File: src/rtl/plru_pkg.sv
// Shared types and helpers for the per-set tree pseudo-LRU controller.
//   plru_op_t    : command encoding on req_op
//   plru_state_t : controller sequencing states
//   node_level() : depth of a tree node (root = level 0)
package plru_pkg;

   typedef enum logic [1:0] {
      TOUCH  = 2'd0,
      VICTIM = 2'd1,
      CLEAR  = 2'd2,
      RSVD   = 2'd3
   } plru_op_t;

   typedef enum logic [1:0] {
      IDLE,
      UPD,
      CLR,
      RSP
   } plru_state_t;

   // Nodes 2^l-1 .. 2^(l+1)-2 sit at level l.
   function automatic int node_level(input int n);
      int lvl;
      lvl = 0;
      for (int k = 1; k < 31; k++) begin
         if (n >= (1 << k) - 1) lvl = k;
      end
      return lvl;
   endfunction

endpackage

File: src/rtl/plru_victim_find.sv
// Victim selection: walk from the root against each node bit (stored 0 ->
// go right, stored 1 -> go left); the taken directions, MSB first, form
// the victim way. Same node indexing as update_LRU.
//   bits   : tree bits of one set, bit n = node n
//   victim : selected way
module plru_victim_find #(
   parameter int unsigned A_SIZE = 8,
   localparam int unsigned W = $clog2(A_SIZE),
   localparam int unsigned B = A_SIZE - 1
) (
   input  logic [B-1:0] bits,
   output logic [W-1:0] victim
);

   always_comb begin
      int   node;
      int   v;
      logic nb;
      node = 0;
      v    = 0;
      nb   = 1'b0;
      for (int l = 0; l < int'(W); l++) begin
         nb = 1'b0;
         for (int n = 0; n < int'(B); n++) begin
            if (n == node) nb = bits[n];
         end
         v    = v * 2 + (nb ? 0 : 1);
         node = 2 * node + 1 + (nb ? 0 : 1);
      end
      victim = v[W-1:0];
   end

endmodule

File: src/rtl/update_LRU.sv
// Tree PLRU path update: every node on the path to `way` takes the path
// direction bit (0 = left, 1 = right, MSB at the root); other nodes keep
// their value.
//   way     : accessed way
//   lru_in  : current tree bits, bit n = node n
//   lru_out : updated tree bits
module update_LRU
   import plru_pkg::*;
#(
   parameter int unsigned A_SIZE = 8,
   localparam int unsigned W = $clog2(A_SIZE),
   localparam int unsigned B = A_SIZE - 1
) (
   input  logic [W-1:0] way,
   input  logic [B-1:0] lru_in,
   output logic [B-1:0] lru_out
);

   always_comb begin
      lru_out = lru_in;
      for (int n = 0; n < int'(B); n++) begin
         // Node n is on the path when its position within its level equals
         // the top `level` bits of the way.
         if ((int'(way) >> (int'(W) - node_level(n))) == (n + 1 - (1 << node_level(n)))) begin
            lru_out[n] = ((int'(way) >> (int'(W) - 1 - node_level(n))) & 1) != 0;
         end
      end
   end

endmodule

File: src/rtl/plru_set_ctrl.sv
// Per-set tree pseudo-LRU controller. Holds N_SETS x (A_SIZE-1) PLRU bits
// and serialises TOUCH / VICTIM / CLEAR commands, one in flight at a time.
//   clk, rst_n            : clock, async active-low reset
//   req_valid/req_ready   : command handshake
//   req_op/req_set/req_way: command, target set, accessed way (TOUCH)
//   rsp_valid/rsp_ready   : response handshake
//   rsp_way               : victim (VICTIM), echoed way (TOUCH), else 0
//   rsp_err               : reserved op was issued
module plru_set_ctrl
   import plru_pkg::*;
#(
   parameter int unsigned A_SIZE = 8,
   parameter int unsigned N_SETS = 16,
   localparam int unsigned W = $clog2(A_SIZE),
   localparam int unsigned S = $clog2(N_SETS),
   localparam int unsigned B = A_SIZE - 1
) (
   input  logic         clk,
   input  logic         rst_n,
   input  logic         req_valid,
   output logic         req_ready,
   input  logic [1:0]   req_op,
   input  logic [S-1:0] req_set,
   input  logic [W-1:0] req_way,
   output logic         rsp_valid,
   input  logic         rsp_ready,
   output logic [W-1:0] rsp_way,
   output logic         rsp_err
);

   logic [B-1:0] lru_q [N_SETS];

   plru_state_t  state_q, state_d;
   plru_op_t     op_q, op_d;
   logic [S-1:0] set_q, set_d;
   logic [W-1:0] way_q, way_d;
   logic [S-1:0] cnt_q, cnt_d;
   logic [W-1:0] rsp_way_q, rsp_way_d;
   logic         rsp_err_q, rsp_err_d;

   logic         wr_en;
   logic [S-1:0] wr_set;
   logic [B-1:0] wr_bits;
   logic [B-1:0] cur_bits;
   logic [B-1:0] upd_bits;
   logic [W-1:0] victim_way;
   logic [W-1:0] upd_sel;

   assign cur_bits = lru_q[set_q];
   assign upd_sel  = (op_q == VICTIM) ? victim_way : way_q;

   plru_victim_find #(
      .A_SIZE (A_SIZE)
   ) u_victim (
      .bits   (cur_bits),
      .victim (victim_way)
   );

   update_LRU #(
      .A_SIZE (A_SIZE)
   ) u_update (
      .way     (upd_sel),
      .lru_in  (cur_bits),
      .lru_out (upd_bits)
   );

   always_comb begin
      state_d   = state_q;
      op_d      = op_q;
      set_d     = set_q;
      way_d     = way_q;
      cnt_d     = cnt_q;
      rsp_way_d = rsp_way_q;
      rsp_err_d = rsp_err_q;
      wr_en     = 1'b0;
      wr_set    = set_q;
      wr_bits   = upd_bits;
      req_ready = 1'b0;
      rsp_valid = 1'b0;
      unique case (state_q)
         IDLE: begin
            req_ready = 1'b1;
            if (req_valid) begin
               op_d    = plru_op_t'(req_op);
               set_d   = req_set;
               way_d   = req_way;
               state_d = (plru_op_t'(req_op) == CLEAR) ? CLR : UPD;
            end
         end
         UPD: begin
            unique case (op_q)
               TOUCH: begin
                  wr_en     = 1'b1;
                  rsp_way_d = way_q;
                  rsp_err_d = 1'b0;
               end
               VICTIM: begin
                  wr_en     = 1'b1;
                  rsp_way_d = victim_way;
                  rsp_err_d = 1'b0;
               end
               default: begin
                  // Only RSVD reaches here; CLEAR goes through CLR.
                  rsp_way_d = '0;
                  rsp_err_d = 1'b1;
               end
            endcase
            state_d = RSP;
         end
         CLR: begin
            wr_en   = 1'b1;
            wr_set  = cnt_q;
            wr_bits = '0;
            if (cnt_q == S'(N_SETS - 1)) begin
               cnt_d     = '0;
               rsp_way_d = '0;
               rsp_err_d = 1'b0;
               state_d   = RSP;
            end else begin
               cnt_d = cnt_q + 1'b1;
            end
         end
         RSP: begin
            rsp_valid = 1'b1;
            if (rsp_ready) state_d = IDLE;
         end
         default: state_d = IDLE;
      endcase
   end

   always_ff @(posedge clk or negedge rst_n) begin
      if (!rst_n) begin
         state_q   <= IDLE;
         op_q      <= TOUCH;
         set_q     <= '0;
         way_q     <= '0;
         cnt_q     <= '0;
         rsp_way_q <= '0;
         rsp_err_q <= 1'b0;
         for (int i = 0; i < int'(N_SETS); i++) lru_q[i] <= '0;
      end else begin
         state_q   <= state_d;
         op_q      <= op_d;
         set_q     <= set_d;
         way_q     <= way_d;
         cnt_q     <= cnt_d;
         rsp_way_q <= rsp_way_d;
         rsp_err_q <= rsp_err_d;
         if (wr_en) lru_q[wr_set] <= wr_bits;
      end
   end

   assign rsp_way = rsp_way_q;
   assign rsp_err = rsp_err_q;

endmodule
File: config.mk
export PLATFORM = sky130hd
export DESIGN_NAME = plru_set_ctrl
export DESIGN_NICKNAME = d
export VERILOG_FILES = /design/src/rtl/plru_pkg.sv /design/src/rtl/plru_victim_find.sv /design/src/rtl/update_LRU.sv /design/src/rtl/plru_set_ctrl.sv
export SDC_FILE = /design/constraint.sdc
export NUM_CORES = 1
export LEC_CHECK = 0
export CAP_MARGIN = 5
export CORE_MARGIN = 2
export CORE_UTILIZATION = 62
export DETAILED_ROUTE_END_ITERATION = 8
export PLACE_DENSITY = 0.8
export SLEW_MARGIN = 20
export SYNTH_ARGS = -nofsm -noshare
export SYNTH_HDL_FRONTEND = slang
export SYNTH_SLANG_ARGS = --single-unit
export TNS_END_PERCENT = 5
File: constraint.sdc
create_clock -name clk -period 4.2 [get_ports clk]
set_clock_uncertainty 0.15 [all_clocks]
set_input_delay 0.84 -clock clk [delete_from_list [all_inputs] [get_ports clk]]
set_output_delay 0.84 -clock clk [all_outputs]
set_load 0.02 [all_outputs]
==> key figures, run 1 <==
Synth
  • Synth top area share: 49.02%
  • Dominant cells by area after synthesis: dfrtp_1, mux2_2, mux4_2, mux2i_1, mux4_1
  • Synth area leader: dfrtp_1
  • Commonest cells in the netlist: dfrtp_1, mux2_2, nand2_1
  • Count leader, synth: dfrtp_1
  • Yosys Warn Count: 0
  • Mapped cell area: 6688 um^2
  • Post-synthesis sequential area ratio: 49.02%
  • FF+latch count, synth: 131
  • Most used DFF post-synth: dfrtp_1
  • Avg Synthesized Cell Area: 12.62 um^2
  • Syn nets: 549
  • Yosys cell types: 48
  • Async SR Flop Fraction: 100.0%
  • Number of synthesized flops with an enable pin: 0
  • Syn Inst Count: 530

Clock network
  • CTS Buf Count: 17
  • Clock sinks: 131
  • CTS clock-pin slew for the worst setup and hold paths: 0.06 ns
  • Hold_buf cts: 0
  • # resized after CTS: 0
  • Post-CTS setup buffer count: 0
  • Worst-case clock buffer depth: 2
  • Clock Latency Late Sink: 0.53 ns
  • H-tree Lvls: 4
  • CTS tree: yes
  • CTS root buffer: clkbuf_8

Critical path
  • CP Capture Point: lru_q[62]
  • FF-to-FF path depth: 7
  • Req. time, crit path: 4.39 ns
  • Crit path DAT: 4.02 ns
  • CP startpoint: set_q[1]
  • Reg-to-reg endpoint: lru_q[62]
  • R2R Path Start: set_q[1]
  • Critical path startpoint category: flop
  • Crit path max fanout: 16
  • Crit Path Class: flop to flop
  • Crit. End Element: flop
  • R2r setup slk: 0.38 ns

Timing
  • Final Max Tran Viols: 0
  • Fin. Hold Viols: 0
  • RSZ-0062 raised after global routing: false
  • Max Freq: 261.6 MHz
  • Least-Margin Pin Slew: 1.073 ns
  • Final min period: 3.823 ns
  • Final setup vio count: 0
  • Setup TNS: 0 ns
  • Final period util: 91.02%
  • Slew HR: 28.43%

Global routing
  • Wire length of the first global-routing pass: 26890 um
  • Pin count of the biggest net entering global routing: 68
  • Initial antenna violation count: 0
  • Vias in the first global route: 4914
  • Gr usage total: 31.93%
  • Grt total ovfl: 0

Hold path
  • Hold Crit Class: input port to async pin

Place
  • Gpl congestion: 0.9133
  • IO Port Bufs: 18
  • DP Cell Count: 677
  • DP HPWL: 11060 um

Finish
  • Nets: 579
  • Layout area overhead: 14.65%
  • Fraction of layout cells with a size suffix above 1: 30.77%
  • ANT cells: 0
  • Non-filler instance count after layout: 708

Detailed routing
  • Routed Antenna Nets: 0
  • DRC: 0
  • WL/cell: 24.00 um
  • Vias post-DR: 4738
  • Initial DRC count: 430
  • Final WL: 16990 um
  • DR pass1 iterations: 5
  • Vias per cell: 6.692

Power and ir drop
  • Pwr per Cell Area: 790.3 nW/um^2
  • Peak supply drop: 0.0005875 V
  • Leakage: 3.520 nW

Die
  • Initial core utilization: 64.20%
  • I/O pins: 19
  • Core area: 10420 um^2
  • Row cnt: 37
  • Die extent in x: 107.9 um
  • Die ar.: 11630 um^2
  • Die height: 107.9 um

Status
  • Status: finished, final reports clean

Job
  • Max-cap violation count: 0
-- layout by cell type, fill, tap and decap left out, drive strengths merged, types with 2 or more instances in the layout --
master,synthesis,final
a211oi,2,2
a21o,5,5
a21oi,21,21
a22o,4,4
a22oi,12,12
a31oi,3,3
and2,3,3
buf,11,22
bufinv,0,4
clkbuf,17,19
clkdlybuf4s50,0,17
clkinv,0,3
clkinvlp,0,3
dfrtp,131,131
ha,6,6
inv,14,16
mux2,90,90
mux2i,28,28
mux4,29,29
nand2,44,44
nand2b,5,5
nand3,4,4
nand3b,2,2
nand4,2,2
nor2,37,37
nor2b,6,6
nor3,10,10
o211ai,2,2
o21a,2,2
o21ai,22,22
o22ai,2,2
xnor2,2,2
-- power by group --
part           total, mW  leakage (nW)  internal, mW  switching (mW)
Clock               1.53         0.291         0.978           0.556
Combinational       2.49          1.46          1.07            1.42
Sequential          2.04          1.77          1.67           0.366
-- worst min path at each step --
stage | startpoint | to | slack (ns) | cells past startpoint
2_1_floorplan | lru_q[42] | lru_q[42] | 0.29 | 2
3_3_place_gp | lru_q[28] | lru_q[28] | 0.30 | 2
3_5_place_dp | lru_q[104] | lru_q[104] | 0.31 | 2
4_1_cts | rst_n | lru_q[16] | 0.28 | 1
5_1_grt | rst_n | lru_q[23] | 0.32 | 1
6_report | rst_n | lru_q[23] | 0.27 | 1
-- sequential cells by signal (all words and copies together), names as in the netlist --
signal	flops
state_q	2
rsp_way	3
lru_q	112
cnt_q	4
op_q	2
way_q	3
set_q	4
rsp_err	1
-- layer usage --
metal	global-route usage (%)	wire, um
met3	8.293	1312
met2	47.84	7808
met4	20.24	1030
met5	0	0
met1	41.48	6840
-- area by class of cell --
class	count	area, um^2
clock buffers	19	431.7
clock inverters	12	178.9
multi-input cells	357	3221
repair buffers	39	335.3
well taps	136	170.2
inverters	14	52.55
fillers	680	2749
flip-flops and latches	131	3278
-- critical path, cell delays in order, from the launching register on --
cell	delay [ns]
dfrtp_1	0.38
buf_4	0.23
mux4_1	0.58
mux4_2	0.60
o41ai_2	0.41
mux2i_1	0.15
o21ai_2	0.86
o21ai_0	0.29
-- per-stage QoR --
stage	utilization, %	power, mW	hold slack (ns)	setup WS (ns)	area, um^2
detailed placement	67.75	4.440	0.3141	0.4454	7057
finish	73.61	6.060	0.2672	0.3773	7667
global placement	67.75	4.322	0.3032	0.5300	7057
CTS	73.61	6.026	0.2840	0.3683	7667
global route	73.61	6.363	0.3177	0.1951	7667
floorplan	-	3.754	0.2883	1.229	6688
-- logic make-up after synthesis --
kind of cell | Yosys count | share of synthesized area (%)
multiplexers | 147 | 30.50
flip-flops | 131 | 49.02
AND/OR/NAND/NOR | 120 | 8.139
AO/OA/AOI/OAI | 82 | 8.139
buffers and inverters | 42 | 2.825
adder cells (fa/ha/maj) | 6 | 1.123
XOR/XNOR | 2 | 0.2620
Power figures use the tool's default switching activity.
==> inputs of run 2 (changes only) <==
--- a/config.mk
+++ b/config.mk
@@ -7,11 +7,13 @@
 export LEC_CHECK = 0
 export CAP_MARGIN = 5
 export CORE_MARGIN = 2
-export CORE_UTILIZATION = 62
+export CORE_UTILIZATION = 64
 export DETAILED_ROUTE_END_ITERATION = 8
+export DONT_BUFFER_PORTS = 1
 export PLACE_DENSITY = 0.8
 export SLEW_MARGIN = 20
 export SYNTH_ARGS = -nofsm -noshare
 export SYNTH_HDL_FRONTEND = slang
+export SYNTH_HIERARCHICAL = 1
 export SYNTH_SLANG_ARGS = --single-unit
 export TNS_END_PERCENT = 5
==> run 2 against run 1 <==
Synthesized cell count decreased by 16%. Clock-buffer cell count rose by 7. Global-route usage is 4.7 points lower. Highest routed layer unchanged.
==> key figures, run 2 <==
Power and ir drop
  • Int Power: 3.677 mW (-1.1%)
  • Leakage: 3.292 nW (-6.5%)
  • Clock power frac: 24.0% (-1.3 points)
  • Pwr per Cell Area: 812.2 nW/um^2 (+2.8%)
  • Tot Pwr: 5.817 mW (-4.0%)
  • Peak supply drop: 0.0004653 V (-21%)
  • Sw frac: 36.80% (-1.9 points)
  • Net Sw Power: 2.140 mW (-8.6%)
  • Combinational cell fraction of total power: 40.3% (-0.8 points)
  • Seq pwr share: 35.6% (+2.0 points)

Finish
  • Layout area overhead: 10.95%
  • Most frequent cells in the layout: dfrtp_1, mux2_2, mux4_2
  • Max FFs per register: 112 (unchanged)
  • Commonest non-fill, non-tap cell in the layout: dfrtp_1
  • Post-route cell area: 7162 um^2 (-6.6%)
  • Nets: 467 (-19%)
  • Largest regs: lru_q x112, cnt_q x4, set_q x4
  • Register with the most flip-flops: lru_q
  • ANT cells: 0 (unchanged)
  • Fraction of layout cells with a size suffix above 1: 48.15% (+17 points)

Clock network
  • CTS clock-pin slew for the worst setup and hold paths: 0.06 ns (about the same)
  • CTS tree: yes
  • Worst-case clock buffer depth: 2 (unchanged)
  • CTS Buf Count: 17 (unchanged)
  • CTS root buffer: clkbuf_8
  • H-tree Lvls: 4 (unchanged)
  • Clock sinks: 131 (unchanged)
  • Clock Latency Late Sink: 0.53 ns (about the same)
  • Post-CTS setup buffer count: 0 (unchanged)

Synth
  • Dominant cells by area after synthesis: dfrtp_1, mux2_2, mux4_2, mux2_4, mux2i_1
  • Most used DFF post-synth: dfrtp_1
  • Syn nets: 464 (-15%)
  • Count leader, synth: dfrtp_1
  • Syn Inst Count: 446 (-16%)
  • Mapped cell area: 6455 um^2 (-3.5%)
  • Yosys cell types: 42 (-13%)
  • Avg Synthesized Cell Area: 14.47 um^2 (+15%)
  • Number of synthesized flops with an enable pin: 0 (unchanged)
  • Yosys Warn Count: 6 (+6)
  • Synth top area share: 50.79% (+1.8 points)
  • Commonest cells in the netlist: dfrtp_1, mux2_2, mux4_2
  • FF+latch count, synth: 131 (unchanged)
  • Post-synthesis sequential area ratio: 50.79% (+1.8 points)
  • Async SR Flop Fraction: 100.0% (unchanged)
  • Synth area leader: dfrtp_1

Timing
  • RSZ-0062 raised after global routing: false
  • Final Max Tran Viols: 0 (unchanged)
  • Final period util: 92.85% (+1.8 points)
  • Final min period: 3.900 ns (+0.07689 ns)
  • Fin. Hold Viols: 0 (unchanged)
  • Slew HR: 23.28% (-5.2 points)
  • Least-Margin Pin Slew: 1.151 ns (+0.07746 ns)
  • Final setup vio count: 0 (unchanged)
  • Max Freq: 256.4 MHz (-2.0%)
  • Setup TNS: 0 ns (unchanged)

Detailed routing
  • Initial DRC count: 272 (-37%)
  • DRC: 0 (unchanged)
  • Final WL: 13520 um (-20%)
  • Vias per cell: 6.373 (-4.8%)
  • Routed Antenna Nets: 0 (unchanged)
  • Vias post-DR: 3773 (-20%)
  • DR pass1 iterations: 4 (-1)
  • WL/cell: 22.84 um (-4.8%)

Global routing
  • Grt total ovfl: 0 (unchanged)
  • Wire length of the first global-routing pass: 22440 um (-17%)
  • Initial antenna violation count: 0 (unchanged)
  • Pin count of the biggest net entering global routing: 132 (+94%)
  • Vias in the first global route: 4089 (-17%)
  • Gr usage total: 27.20% (-4.7 points)

Critical path
  • Crit path max fanout: 16 (unchanged)
  • Crit. End Element: flop
  • Req. time, crit path: 4.46 ns (+0.07 ns)
  • Crit path DAT: 4.16 ns (+0.14 ns)
  • Crit Path Class: flop to flop
  • Critical path startpoint category: flop

Die
  • Row cnt: 36 (-2.7%)
  • Core area: 9774 um^2 (-6.2%)
  • Die ar.: 10910 um^2 (-6.3%)
  • I/O pins: 19 (unchanged)
  • Die height: 104.4 um (-3.2%)
  • Initial core utilization: 66.04% (+1.8 points)
  • Die extent in x: 104.4 um (-3.2%)

Place
  • DP HPWL: 8727 um (-21%)
  • Gpl congestion: 0.8451 (-7.5%)
  • Cell Area, Placed: 6549 um^2 (-7.2%)
  • IO Port Bufs: 0 (-18)

Job
  • Max-cap violation count: 0 (unchanged)

Hold path
  • Hold Crit Class: input port to async pin

Status
  • Status: finished, final reports clean
## run 2: changes by cell type after synthesis, sizes merged, moves of 6 or more
cell,before,now
mux2,90,137
nand2,44,12
mux2i,28,10
a21oi,21,4
nor2,37,20
o21ai,22,8
clkbuf,17,4
a22oi,12,1
nor2b,6,16
buf,11,20
nor3,10,4
## run 2: kinds of logic after synthesis
logic type	Yosys count	synth area share, %
AO/OA/AOI/OAI	39	4.962
flip-flops	131	50.78
buffers and inverters	33	2.462
adder cells (fa/ha/maj)	5	0.9692
XOR/XNOR	1	0.1357
multiplexers	171	34.35
AND/OR/NAND/NOR	66	6.339
## run 2: area by class of cell
class                      instances  area (um^2)
sequential                       131         3278
multi-input combinational        282         3033
fill                             592         2613
clock buffer                      26        528.0
tap                              133        166.4
timing repair buffer               8        80.08
clock inverter                     3        42.54
inverter                           9        33.78
## run 2: power by group through the flow
stage               clock network (mW)  registers (mW)  logic, mW
floorplan                            0            1.89       1.92
global placement                     0            2.06       2.18
detailed placement                   0            2.08       2.25
CTS                               1.41            2.07       2.31
global route                      1.47            2.14       2.54
finish                            1.40            2.07       2.35
## run 2: per-stage QoR
step / utilization [%] / hold WS [ns] / instances / setup WS [ns]
3_3_place_gp: 67.00 / 0.3187 / 562 / 0.2254
6_report: 73.27 / 0.08471 / 592 / 0.3004
4_1_cts: 73.12 / 0.1632 / 592 / 0.05097
3_5_place_dp: 67.00 / 0.3344 / 562 / 0.08182
5_1_grt: 73.27 / 0.1625 / 592 / 0.07975
2_1_floorplan: - / 0.3024 / 446 / 0.6877
## run 2: timing repair
action                                  4_1_cts  5_1_grt
gates resized for setup                       0        4
hold buffers                                  1        0
endpoints found under the hold margin       131        0
endpoints found under the setup margin        0       63
## run 2: path summary, 6_finish.rpt
| kind | start | to | slack [ns] | cells after the start |
|---|---|---|---|---|
| min | rst_n | lru_q[30] | 0.08 | 1 |
| min in group clk | req_set[2] | set_q[2] | 0.31 | 1 |
| max reg2reg | set_q[1] | lru_q[41] | 0.30 | 10 |
| max | set_q[1] | lru_q[41] | 0.30 | 10 |
| min reg2reg | lru_q[91] | lru_q[91] | 0.35 | 1 |
| max in group asynchronous | rst_n | rsp_way[2] | 3.26 | 1 |
## run 2: metal layers
layer  wire length [um]  part of all wire [%]  vias up  GRT usage [%]
met2               6523                    48      109          41.27
met5                  0                     0        -              0
li1                   -                     -     1648              -
met1               6048                    45     1996          38.23
met3                737                   5.4       20          7.018
met4                214                   1.6        0          9.846
## run 2: worst max-delay path, cell delays in order (launching register included)
cell      delay [ns]
dfrtp_1         0.70
buf_4           0.34
mux4_2          0.52
a211oi_1        0.23
a21oi_1         0.12
mux2i_1         0.18
mux2_4          0.29
mux2_2          0.30
mux2_1          0.28
nor2b_2         0.25
mux2_1          0.40
==> inputs of run 3 (changes only) <==
--- a/config.mk
+++ b/config.mk
@@ -10,6 +10,7 @@
 export CORE_UTILIZATION = 64
 export DETAILED_ROUTE_END_ITERATION = 8
 export DONT_BUFFER_PORTS = 1
+export GPL_ROUTABILITY_DRIVEN = 1
 export PLACE_DENSITY = 0.8
 export SLEW_MARGIN = 20
 export SYNTH_ARGS = -nofsm -noshare
==> results of run 3 <==
Same layout as run 2: the final DEF is identical, and so are final timing and power.
